File: src/rtl/dcache_wb_master_pkg.sv
`default_nettype none
// ============================================================================
//  Module      : dcache_wb_master_pkg
//  Description : Shared state encoding and Wishbone constants for the D$
//                line-transfer master.
//  Revision    : 1.0 - initial release
// ============================================================================
package dcache_wb_master_pkg;

    // Bit 1 marks a bus beat and bit 0 selects the beat, so the datapath
    // uses the state bits directly as the beat select.
    typedef enum logic [1:0] {
        IDLE  = 2'b00,
        RESP  = 2'b01,
        BEAT0 = 2'b10,
        BEAT1 = 2'b11
    } state_t;

    localparam logic [3:0] WB_SEL_ALL    = 4'hF;
    localparam int         BEAT_BYTES    = 4;
    localparam int         LINE_OFFSET_W = 3;

endpackage
`default_nettype wire

File: src/rtl/dcache_wb_master_if.sv
`default_nettype none
// ============================================================================
//  Module      : dcache_wb_master_if
//  Description : Cache request/response and Wishbone bus signals of the
//                D$ line-transfer master.
//  Revision    : 1.0 - initial release
// ============================================================================
interface dcache_wb_master_if #(
    parameter int ADDR_W = 32,
    parameter int DATA_W = 32
);
    logic                  req_valid;
    logic                  req_ready;
    logic                  req_we;
    logic [ADDR_W-1:0]     req_addr;
    logic [2*DATA_W-1:0]   req_wdata;
    logic                  resp_valid;
    logic [2*DATA_W-1:0]   resp_rdata;

    logic [DATA_W-1:0]     wbd_dat_o;
    logic [ADDR_W-1:0]     wbd_adr_o;
    logic [3:0]            wbd_sel_o;
    logic                  wbd_we_o;
    logic                  wbd_cyc_o;
    logic                  wbd_stb_o;
    logic [DATA_W-1:0]     wbd_dat_i;
    logic                  wbd_ack_i;

    modport master (
        input  req_valid, req_we, req_addr, req_wdata, wbd_dat_i, wbd_ack_i,
        output req_ready, resp_valid, resp_rdata,
        output wbd_dat_o, wbd_adr_o, wbd_sel_o, wbd_we_o, wbd_cyc_o, wbd_stb_o
    );

    modport slave (
        output req_valid, req_we, req_addr, req_wdata, wbd_dat_i, wbd_ack_i,
        input  req_ready, resp_valid, resp_rdata,
        input  wbd_dat_o, wbd_adr_o, wbd_sel_o, wbd_we_o, wbd_cyc_o, wbd_stb_o
    );
endinterface
`default_nettype wire

File: src/rtl/dcache_wb_master.sv
`default_nettype none
// ============================================================================
//  Module      : dcache_wb_master
//  Description : Moves one two-beat D$ line (refill or writeback) over a
//                Wishbone bus as a single back-to-back cycle.
//  Revision    : 1.0 - initial release
// ============================================================================
module dcache_wb_master
    import dcache_wb_master_pkg::*;
#(
    parameter int ADDR_W = 32,
    parameter int DATA_W = 32
) (
    input  wire logic           clk,
    input  wire logic           reset,
    dcache_wb_master_if.master  bus
);

    localparam logic [ADDR_W-1:0] LINE_MASK   = ~ADDR_W'((1 << LINE_OFFSET_W) - 1);
    localparam logic [ADDR_W-1:0] BEAT_STRIDE = ADDR_W'(BEAT_BYTES);

    state_t                r_state;
    state_t                w_state_nxt;
    logic                  r_we;
    logic [ADDR_W-1:0]     r_base;
    logic [2*DATA_W-1:0]   r_wdata;
    logic [2*DATA_W-1:0]   r_rdata;

    logic                  w_accept;
    logic                  w_in_beat;
    logic                  w_beat_sel;

    logic                  w_req_ready;
    logic                  w_resp_valid;
    logic [DATA_W-1:0]     w_dat;
    logic [ADDR_W-1:0]     w_adr;
    logic [3:0]            w_sel;
    logic                  w_we;
    logic                  w_cyc;

    assign w_in_beat  = r_state[1];
    assign w_beat_sel = r_state[0];
    assign w_accept   = bus.req_valid && (r_state == IDLE);

    always_ff @(posedge clk) begin
        if (reset) begin
            r_state <= IDLE;
        end else begin
            r_state <= w_state_nxt;
        end
    end

    always_comb begin
        w_state_nxt = r_state;
        case (r_state)
            IDLE:    if (bus.req_valid) w_state_nxt = BEAT0;
            BEAT0:   if (bus.wbd_ack_i) w_state_nxt = BEAT1;
            BEAT1:   if (bus.wbd_ack_i) w_state_nxt = RESP;
            RESP:    w_state_nxt = IDLE;
            default: w_state_nxt = IDLE;
        endcase
    end

    // Read data is only captured on refills so a writeback leaves the last
    // refill line visible on resp_rdata.
    always_ff @(posedge clk) begin
        if (reset) begin
            r_we    <= 1'b0;
            r_base  <= '0;
            r_wdata <= '0;
            r_rdata <= '0;
        end else begin
            if (w_accept) begin
                r_we    <= bus.req_we;
                r_base  <= bus.req_addr & LINE_MASK;
                r_wdata <= bus.req_wdata;
            end
            if (w_in_beat && bus.wbd_ack_i && !r_we) begin
                if (w_beat_sel) begin
                    r_rdata[2*DATA_W-1:DATA_W] <= bus.wbd_dat_i;
                end else begin
                    r_rdata[DATA_W-1:0] <= bus.wbd_dat_i;
                end
            end
        end
    end

    always_comb begin
        w_req_ready  = (r_state == IDLE);
        w_resp_valid = (r_state == RESP);
        w_cyc        = 1'b0;
        w_sel        = '0;
        w_we         = 1'b0;
        w_adr        = '0;
        w_dat        = '0;
        if (w_in_beat) begin
            w_cyc = 1'b1;
            w_sel = WB_SEL_ALL;
            w_we  = r_we;
            w_adr = w_beat_sel ? (r_base + BEAT_STRIDE) : r_base;
            w_dat = w_beat_sel ? r_wdata[2*DATA_W-1:DATA_W] : r_wdata[DATA_W-1:0];
        end
    end

    assign bus.req_ready  = w_req_ready;
    assign bus.resp_valid = w_resp_valid;
    assign bus.resp_rdata = r_rdata;
    assign bus.wbd_cyc_o  = w_cyc;
    assign bus.wbd_stb_o  = w_cyc;
    assign bus.wbd_sel_o  = w_sel;
    assign bus.wbd_we_o   = w_we;
    assign bus.wbd_adr_o  = w_adr;
    assign bus.wbd_dat_o  = w_dat;

endmodule
`default_nettype wire

File: src/flat_wrapper.sv
// flat-port wrapper written by rule: the top's interface ports become plain ports
module dcache_wb_master_flat import dcache_wb_master_pkg::*;
#(
    parameter int ADDR_W = 32,
    parameter int DATA_W = 32
)
  (clk, reset, bus_req_valid, bus_req_we, bus_req_addr, bus_req_wdata, bus_wbd_dat_i, bus_wbd_ack_i, bus_req_ready, bus_resp_valid, bus_resp_rdata, bus_wbd_dat_o, bus_wbd_adr_o, bus_wbd_sel_o, bus_wbd_we_o, bus_wbd_cyc_o, bus_wbd_stb_o);
  dcache_wb_master_if #(.ADDR_W(ADDR_W), .DATA_W(DATA_W)) bus_i ();
  input  wire logic clk;
  input  wire logic reset;
  input wire logic [$bits(bus_i.req_valid)-1:0] bus_req_valid;
  input wire logic [$bits(bus_i.req_we)-1:0] bus_req_we;
  input wire logic [$bits(bus_i.req_addr)-1:0] bus_req_addr;
  input wire logic [$bits(bus_i.req_wdata)-1:0] bus_req_wdata;
  input wire logic [$bits(bus_i.wbd_dat_i)-1:0] bus_wbd_dat_i;
  input wire logic [$bits(bus_i.wbd_ack_i)-1:0] bus_wbd_ack_i;
  output wire logic [$bits(bus_i.req_ready)-1:0] bus_req_ready;
  output wire logic [$bits(bus_i.resp_valid)-1:0] bus_resp_valid;
  output wire logic [$bits(bus_i.resp_rdata)-1:0] bus_resp_rdata;
  output wire logic [$bits(bus_i.wbd_dat_o)-1:0] bus_wbd_dat_o;
  output wire logic [$bits(bus_i.wbd_adr_o)-1:0] bus_wbd_adr_o;
  output wire logic [$bits(bus_i.wbd_sel_o)-1:0] bus_wbd_sel_o;
  output wire logic [$bits(bus_i.wbd_we_o)-1:0] bus_wbd_we_o;
  output wire logic [$bits(bus_i.wbd_cyc_o)-1:0] bus_wbd_cyc_o;
  output wire logic [$bits(bus_i.wbd_stb_o)-1:0] bus_wbd_stb_o;
  assign bus_i.req_valid = bus_req_valid;
  assign bus_i.req_we = bus_req_we;
  assign bus_i.req_addr = bus_req_addr;
  assign bus_i.req_wdata = bus_req_wdata;
  assign bus_i.wbd_dat_i = bus_wbd_dat_i;
  assign bus_i.wbd_ack_i = bus_wbd_ack_i;
  assign bus_req_ready = bus_i.req_ready;
  assign bus_resp_valid = bus_i.resp_valid;
  assign bus_resp_rdata = bus_i.resp_rdata;
  assign bus_wbd_dat_o = bus_i.wbd_dat_o;
  assign bus_wbd_adr_o = bus_i.wbd_adr_o;
  assign bus_wbd_sel_o = bus_i.wbd_sel_o;
  assign bus_wbd_we_o = bus_i.wbd_we_o;
  assign bus_wbd_cyc_o = bus_i.wbd_cyc_o;
  assign bus_wbd_stb_o = bus_i.wbd_stb_o;
  dcache_wb_master #(.ADDR_W(ADDR_W), .DATA_W(DATA_W)) u_core (.clk(clk), .reset(reset), .bus(bus_i));
endmodule
File: config.mk
export PLATFORM = sky130hd
export DESIGN_NAME = dcache_wb_master_flat
export DESIGN_NICKNAME = d
export VERILOG_FILES = /design/src/rtl/dcache_wb_master_pkg.sv /design/src/rtl/dcache_wb_master_if.sv /design/src/rtl/dcache_wb_master.sv /design/src/flat_wrapper.sv
export SDC_FILE = /design/constraint.sdc
export NUM_CORES = 1
export LEC_CHECK = 0
export CAP_MARGIN = 15
export CELL_PAD_IN_SITES_DETAIL_PLACEMENT = 0
export CELL_PAD_IN_SITES_GLOBAL_PLACEMENT = 1
export CORE_UTILIZATION = 37
export CTS_BUF_LIST = sky130_fd_sc_hd__clkbuf_16
export CTS_CLUSTER_SIZE = 30
export DETAILED_ROUTE_END_ITERATION = 10
export GPL_TIMING_DRIVEN = 0
export PLACE_DENSITY_LB_ADDON = 0.1
export SYNTH_ARGS = -nofsm -noshare
export SYNTH_HDL_FRONTEND = slang
export SYNTH_SLANG_ARGS = --single-unit
File: constraint.sdc
create_clock -name clk -period 2.3 [get_ports clk]
set_input_delay 0.23 -clock clk [delete_from_list [all_inputs] [get_ports clk]]
set_output_delay 0.23 -clock clk [all_outputs]
set_load 0.005 [all_outputs]
* Word-level counts from Yosys, hierarchy flattened
Cells that the tools add are included.
** Storage, ports and cells
- Input bits :: 133
- Output and inout port bits :: 137
- Logic and storage cells :: 33
- Register bits after elaboration :: 160
** Operators by class
- Mux-type cells :: 11
- Reductions and logical operators :: 8
- Bitwise logic cells :: 1
- Add/subtract/negate cells :: 1
- Eq/ne operators :: 6
** Operator list (number)
- $mux W32 :: 4
- $add A32 B3 Y32 const B :: 1
- $pmux W2 S4 :: 1
- $mux W2 :: 3
- $ne A2 B2 Y1 const B :: 3
- $eq A2 B2 Y1 const B :: 2
- $mux W4 :: 1
- $reduce_and A2 Y1 :: 2
- $logic_and A1 B1 Y1 :: 3
- $reduce_and A3 Y1 :: 1
- $eq A2 B1 Y1 const B :: 1
- $logic_not A2 Y1 :: 1
- $mux W1 :: 2
- $logic_not A1 Y1 :: 1
- $not A1 Y1 :: 1

* Logic depth before layout (Yosys ltp)
Gate-level depths: netlist of the first run.
- Word-level depth :: 3
- Gate-level depth with buffers :: 5
- Gate-level depth less buffers :: 2

* Least setup slack after synthesis of the first run
No wires, ideal clock.
- Path type :: reg2out
- From :: register u_core.r_state[1]
- To :: output bus_wbd_adr_o[20]
- Buffers on the path :: 3
- Slack :: 865 ps
- Required time :: 2070 ps
- Stages on the path, launching flop included :: 5
- Arrival time :: 1205 ps
- Cell sequence :: dfxtp_1 -> buf_2 -> clkbuf_1 -> clkbuf_1 -> and2_1
** Between the ends
- Cells in the longest elaborated chain, start to end :: 1
** RTL lines
- start, declared :: RTL line dcache_wb_master.sv:22 : state_t r_state;
- start signal, assigned :: RTL line dcache_wb_master.sv:49 : r_state <= w_state_nxt;
- $mux W32 :: RTL line dcache_wb_master.sv:96 : if (w_in_beat) begin
- end, declared :: RTL line flat_wrapper.sv:21 : output wire logic [$bits(bus_i.wbd_adr_o)-1:0] bus_wbd_adr_o;
Every way passes these cells.

* Final worst setup path of the first run
- From :: register u_core.r_state[0]
- To :: output bus_wbd_dat_o[13]
** Between the ends
- Cells in the longest elaborated chain, start to end :: 2
** RTL lines
- $mux W32 :: RTL line dcache_wb_master.sv:101 : w_dat = w_beat_sel ? r_wdata[2*DATA_W-1:DATA_W] : r_wdata[DATA_W-1:0];
- $mux W32 :: RTL line dcache_wb_master.sv:96
- end, declared :: RTL line flat_wrapper.sv:20 : output wire logic [$bits(bus_i.wbd_dat_o)-1:0] bus_wbd_dat_o;
Every way passes these cells.

==> results of run 1 <==
## critical path, stage by stage (launching register included)
cell and delay [ps]:
dfxtp_1 290, buf_4 160, buf_12 150, buf_12 150, mux2i_1 120, nor2b_1 160, clkdlybuf4s50_1 520
## synth_stat cells
library cell,number
a21bo_2,1
a21oi_1,1
and2_1,31
and4b_1,1
and4bb_2,1
buf_2,12
buf_4,11
buf_6,6
clkbuf_1,40
conb_1,1
dfxtp_1,160
mux2i_1,190
nand2b_1,285
nand4b_1,1
nand4bb_1,1
nor2_1,2
nor2b_1,33
nor3b_1,1
nor3b_2,1
## sequential cells by signal (all words and copies together), names as in the netlist
signal and cells:
u_core.bus.resp_rdata 64, u_core.r_base 29, u_core.r_state 2, u_core.r_wdata 64, u_core.r_we 1
## per-layer routing
layer / vias up / GRT usage [%] / routed length, um
met2: 156 / 31.0 / 9340
met1: 2723 / 25.7 / 9630
li1: 3080 / - / -
met4: 2 / 4.38 / 167
met5: - / 0 / 13
met3: 14 / 8.06 / 1690
## repair_timing
item | in CTS | in global routing
gates resized for setup | 21 | 6
setup endpoints to repair | 65 | 18
pin swaps | 0 | 0
## cells by family (layout without fill, tap and decap cells)
group / count (synthesis) / after routing / synth area share (%)
simple gates: 357 / 357 / 29.1
mux: 190 / 190 / 24.6
flops: 160 / 160 / 41.4
buf+inv: 69 / 363 / 4.66
compound gates: 2 / 2 / 0.194
other cells: 1 / 2 / 0.0485
## final cells by class
class	count	area [um2]	share of cell area (%)
clock buffers	17	425	3.74
clock inverters	15	160	1.41
repair buffers	263	2640	23.2
plain buffers	68	417	3.67
multi-input cells	551	4180	36.8
flip-flops and latches	160	3210	28.2
well taps	270	338	2.97
## power groups by stage
stage          combinational (mW)  clock, mW  sequential, mW
2_1_floorplan               0.539          0            3.03
3_3_place_gp                 1.04          0            3.05
3_5_place_dp                 1.04          0            3.05
4_1_cts                      1.05       2.93            3.00
5_1_grt                      1.13       3.04            3.01
6_report                     1.04       2.85            3.00
## metrics by stage
| stage | hold slack [ps] | cells | total power, mW |
|---|---|---|---|
| global placement | 456 | 1313 | 4.09 |
| CTS | 350 | 1344 | 6.98 |
| finish | 369 | 1344 | 6.88 |
| floorplan | 379 | 780 | 3.57 |
| detailed placement | 461 | 1313 | 4.09 |
| global route | 366 | 1344 | 7.19 |
## how the worst max path moves through the flow
stage	depth (start not counted)	slack [ps]	to	from
floorplan	4	870	bus_wbd_adr_o[20]	u_core.r_state[1]
CTS	4	30	bus_wbd_we_o	u_core.r_state[1]
global route	6	4	bus_wbd_dat_o[26]	u_core.r_state[0]
detailed placement	5	-190	bus_wbd_we_o	u_core.r_state[1]
global placement	5	-170	bus_wbd_adr_o[24]	u_core.r_state[1]
finish	6	90	bus_wbd_dat_o[13]	u_core.r_state[0]
==> results.txt, run 1 <==
outcome: complete, no violations
Clock Skews: 9.23 ps
Die W: 147 um
layout cell share with drive strength beyond 1: 6.42%
final hold violation count: 0
Max transition margin: 50.7%
I/O pins: 270
PortBufs: 263
WL final: 20.8 mm
Starting Density: 38.0%
Max Slew Vio Count: 0
fin area: 0.0114 mm2
Clk pwr share: 41.4%
Crit. End Element: output port
measured slew at the worst slew-check pin: 739 ps
Avg WL per Cell: 15.5 um
Warnings, synthesis: 0
RSZ-0062 raised after global routing: false
Final ANT Viol Nets: 0
GRT Util Overall: 19.9%
flop and latch count out of synthesis: 160
Residual DRC: 0
Hold-fix buffers, CTS: 0
H-Tree Depth: 4
Crit path required time: 2070 ps
synth top area cells: dfxtp_1 (41%), mux2i_1 (25%), nand2b_1 (23%), nor2b_1 (2.7%), and2_1 (2.5%)
DP Worst Slack: -187 ps
Post-Syn Area per Cell: 9.93 um2
Final Worst Setup Slack: 92.0 ps
Reg power frac: 43.5%
WHS Endpoint: u_core.r_base[20]
Setup Viol. Count Final: 0
CP arrival: 1980 ps
Yosys top cell area share: 41.4%
Worst setup SP type: flip-flop
Max Freq: 453 MHz
initial antenna violation count: 1
via/cell ratio: 4.45
Yosys cell types: 19
first-pass GRT wire length: 33.5 mm
Post-CTS Setup Inserts: 0
leak pwr: 4.33 nW
Post-DP HPWL: 15.4 mm
vias in the first global route: 6106
row cnt: 52
vias: 5975
placed inst area: 0.0107 mm2
RR Endpoint: u_core.r_wdata[46]
Die ar.: 0.0215 mm2
post-synthesis sequential area ratio: 41.4%
total grt overflow: 0
insertion delay to the later sink of the worst-skew pair: 420 ps
Max VDD drop: 436 uV
power per cell area: 606 mW/mm2
min cycle time layout: 2210 ps
DRT Pass-1 Iters: 5
clk root buf: clkbuf_16
Layout Area Growth over Synthesis: 46.8%
CTS tree: built
area leader, netlist: dfxtp_1
WS Path Type: flip-flop to output port
Tcrit/Tclk final: 96.0%
cell internal pwr: 5.17 mW
Gate Count Post-Synth: 779
final core occ: 55.8%
worst r2r path cells: 5
Final nets: 1194
Max-cap violations: 0
fillers: 1843
DR iter-0 viols: 181
CTS buffer count: 17
Die H: 147 um
synthesized area: 0.00774 mm2
sw frac: 24.9%
Psw: 1.71 mW
RR Startpoint: u_core.r_state[0]
commonest non-fill, non-tap cells in the layout: nand2b_1 (285), clkdlybuf4s50_1 (262), mux2i_1 (190), dfxtp_1 (159)
worst min-delay path class: input pin to flip-flop
ant diodes: 0
hold-critical path depth: 3
pin count of the biggest net entering global routing: 17
gpl congestion: 0.736
core area: 0.0204 mm2
clk slew on worst S/H paths: 70 ps
Clock Path Buffers: 2
worst hold path startpoint: bus_req_addr[20]
commonest non-fill, non-tap cell in the layout: nand2b_1
reg-to-reg setup timing slack: 760 ps
clk sinks: 160
part of the power in combinational logic: 15.1%
CP max FO: 10
Post-Route Setup TNS: 0 ps
Note: power is estimated with default switching activity, not from simulation.
==> run 2: changes to the inputs <==
--- a/config.mk
+++ b/config.mk
@@ -8,6 +8,7 @@
 export CAP_MARGIN = 15
 export CELL_PAD_IN_SITES_DETAIL_PLACEMENT = 0
 export CELL_PAD_IN_SITES_GLOBAL_PLACEMENT = 1
+export CORE_MARGIN = 2
 export CORE_UTILIZATION = 37
 export CTS_BUF_LIST = sky130_fd_sc_hd__clkbuf_16
 export CTS_CLUSTER_SIZE = 30
==> run 2 against run 1 <==
Count of clock-buffer cells in the layout stayed put. Setup slack better by 9.1 ps. Register-to-register slack worse by 30 ps. Flip-flop and latch count stayed put. Final area is 0.39% higher. Critical path depth stayed put.
==> results.txt, run 2 (same netlist as run 1, synthesis figures left out) <==
outcome: complete, no violations
Max Slew Vio Count: 0 (unchanged)
Die ar.: 0.0221 mm2 (+2.7%)
via/cell ratio: 4.45 (+0.17%)
Setup Viol. Count Final: 0 (unchanged)
WS Path Type: flip-flop to output port
commonest non-fill, non-tap cell in the layout: nand2b_1
layout cell share with drive strength beyond 1: 6.62% (+0.19 points)
total grt overflow: 0 (unchanged)
Avg WL per Cell: 15.8 um (+1.9%)
I/O pins: 270 (unchanged)
final hold violation count: 0 (unchanged)
PortBufs: 263 (unchanged)
worst min-delay path class: input pin to flip-flop
Post-CTS Setup Inserts: 0 (unchanged)
Max-cap violations: 0 (unchanged)
Clock Path Buffers: 2 (unchanged)
leak pwr: 4.38 nW (+1.2%)
min cycle time layout: 2200 ps (-9.12 ps)
GRT Util Overall: 19.5% (-0.39 points)
Layout Area Growth over Synthesis: 47.4%
Residual DRC: 0 (unchanged)
Max transition margin: 52.9% (+2.1 points)
CTS tree: built
Final nets: 1194 (unchanged)
Post-DP HPWL: 15.7 mm (+2.3%)
CP max FO: 10 (unchanged)
Crit path required time: 2070 ps (about the same)
DR iter-0 viols: 158 (-13%)
clk slew on worst S/H paths: 60 ps (about the same)
power per cell area: 612 mW/mm2 (+1.0%)
worst path bufs/invs: 4 (unchanged)
Crit. End Element: output port
Die W: 149 um (+1.4%)
dpl cells: 1313 (unchanged)
Final ANT Viol Nets: 0 (unchanged)
gpl congestion: 0.761 (+3.5%)
Top delay family on crit path: buffers and inverters
clk sinks: 160 (unchanged)
Max Freq: 455 MHz (+0.41%)
DRT Pass-1 Iters: 4 (-1)
clk root buf: clkbuf_16
Worst setup SP type: flip-flop
vias in the first global route: 6206 (+1.6%)
Clock Skews: 10.5 ps (+1.23 ps)
pin count of the biggest net entering global routing: 17 (unchanged)
max incr delay on CP: 520 ps (about the same)
WL final: 21.2 mm (+1.9%)
Crit-path slowest cell: clkdlybuf4s50_1
CTS buffer count: 17 (unchanged)
commonest non-fill, non-tap cells in the layout: nand2b_1 (285), clkdlybuf4s50_1 (260), mux2i_1 (189), dfxtp_1 (159)
measured slew at the worst slew-check pin: 707 ps (-32.2 ps)
crit-path cells: clkbuf_4 > buf_12 > buf_12 > mux2i_1 > nor2b_1 > clkdlybuf4s50_1
first-pass GRT wire length: 33.8 mm (+0.74%)
vias: 5985 (+0.17%)
Tcrit/Tclk final: 95.6% (-0.40 points)
RSZ-0062 raised after global routing: false
Die H: 149 um (+1.4%)
core area: 0.0204 mm2 (unchanged)
Starting Density: 38.0% (unchanged)
insertion delay to the later sink of the worst-skew pair: 420 ps (about the same)
CP arrival: 1970 ps (about the same)
Fin Hold WS: 371 ps (+1.66 ps)
H-Tree Depth: 4 (unchanged)
Post-Layout Cell Count: 1344 (unchanged)
Max VDD drop: 482 uV (+11%)
Hold-fix buffers, CTS: 0 (unchanged)
initial antenna violation count: 1 (unchanged)
CP most frequent cell: buf_12
row cnt: 52 (unchanged)
==> run 2: cell types whose count changed in the layout (fill, tap and decap cells not counted), sizes merged <==
cell / before / now
dlymetal6s2s: 1 / 3
buf: 29 / 28
bufinv: 2 / 3
clkbuf: 56 / 57
diode: 0 / 1
clkdlybuf4s50: 262 / 260
clkinvlp: 2 / 1
clkinv: 5 / 4
==> run 2: report_power, final <==
part	internal, mW	leakage (nW)	switching (mW)
clock	1.72	0.295	1.22
sequential	2.91	1.31	0.0805
combinational	0.644	2.78	0.397
total	5.28	4.38	1.70
==> run 2: final cells by class <==
type                            count  area [um2]
Tap cell                          270         338
Buffer                             68         432
Clock inverter                     14         178
Clock buffer                       17         425
Fill cell                        1904        8960
Multi-Input combinational cell    551        4180
Sequential cell                   160        3210
Antenna cell                        1        2.50
Timing Repair Buffer              263        2640
==> run 2: worst register-to-register path, cell delays in order, from the launching register on <==
cell and delay, ps:
dfxtp_1 290, clkbuf_4 170, nor3b_2 300, buf_4 300
buf_6 220, mux2i_1 210
==> run 2: final timing paths <==
kind,slack (ps),depth (start not counted),to,start
worst max-delay path,100,6,bus_wbd_dat_o[16],u_core.r_state[0]
worst min-delay path,370,3,u_core.r_wdata[18],bus_req_wdata[18]
worst max register to register,730,5,u_core.r_wdata[10],u_core.r_state[0]
worst min register to register,470,2,u_core.r_base[27],u_core.r_base[27]
==> run 2: timing repair <==
item	CTS	global route
endpoints found under the setup margin	65	42
pin swaps	0	0
gates resized for setup	24	9
==> run 2: through the flow <==
stage / setup slack, ps / power, mW / cell area, um2 / util (%) / TNS (ps)
2_1_floorplan: 865 / 3.57 / 7740 / - / 0
3_3_place_gp: -182 / 4.09 / 10700 / 52.6 / -3570
3_5_place_dp: -171 / 4.09 / 10700 / 52.6 / -3720
4_1_cts: 2.39 / 7.07 / 11400 / 55.9 / 0
5_1_grt: 6.46 / 7.28 / 11400 / 56.0 / 0
6_report: 101 / 6.98 / 11400 / 56.0 / 0
==> run 2: per-layer routing <==
layer	vias to the layer above	wire length (um)	track usage, %
met5	-	0	0
met3	17	1950	8.13
met4	0	274	5.48
met2	156	9710	31.9
met1	2730	9290	23.7
li1	3082	-	-
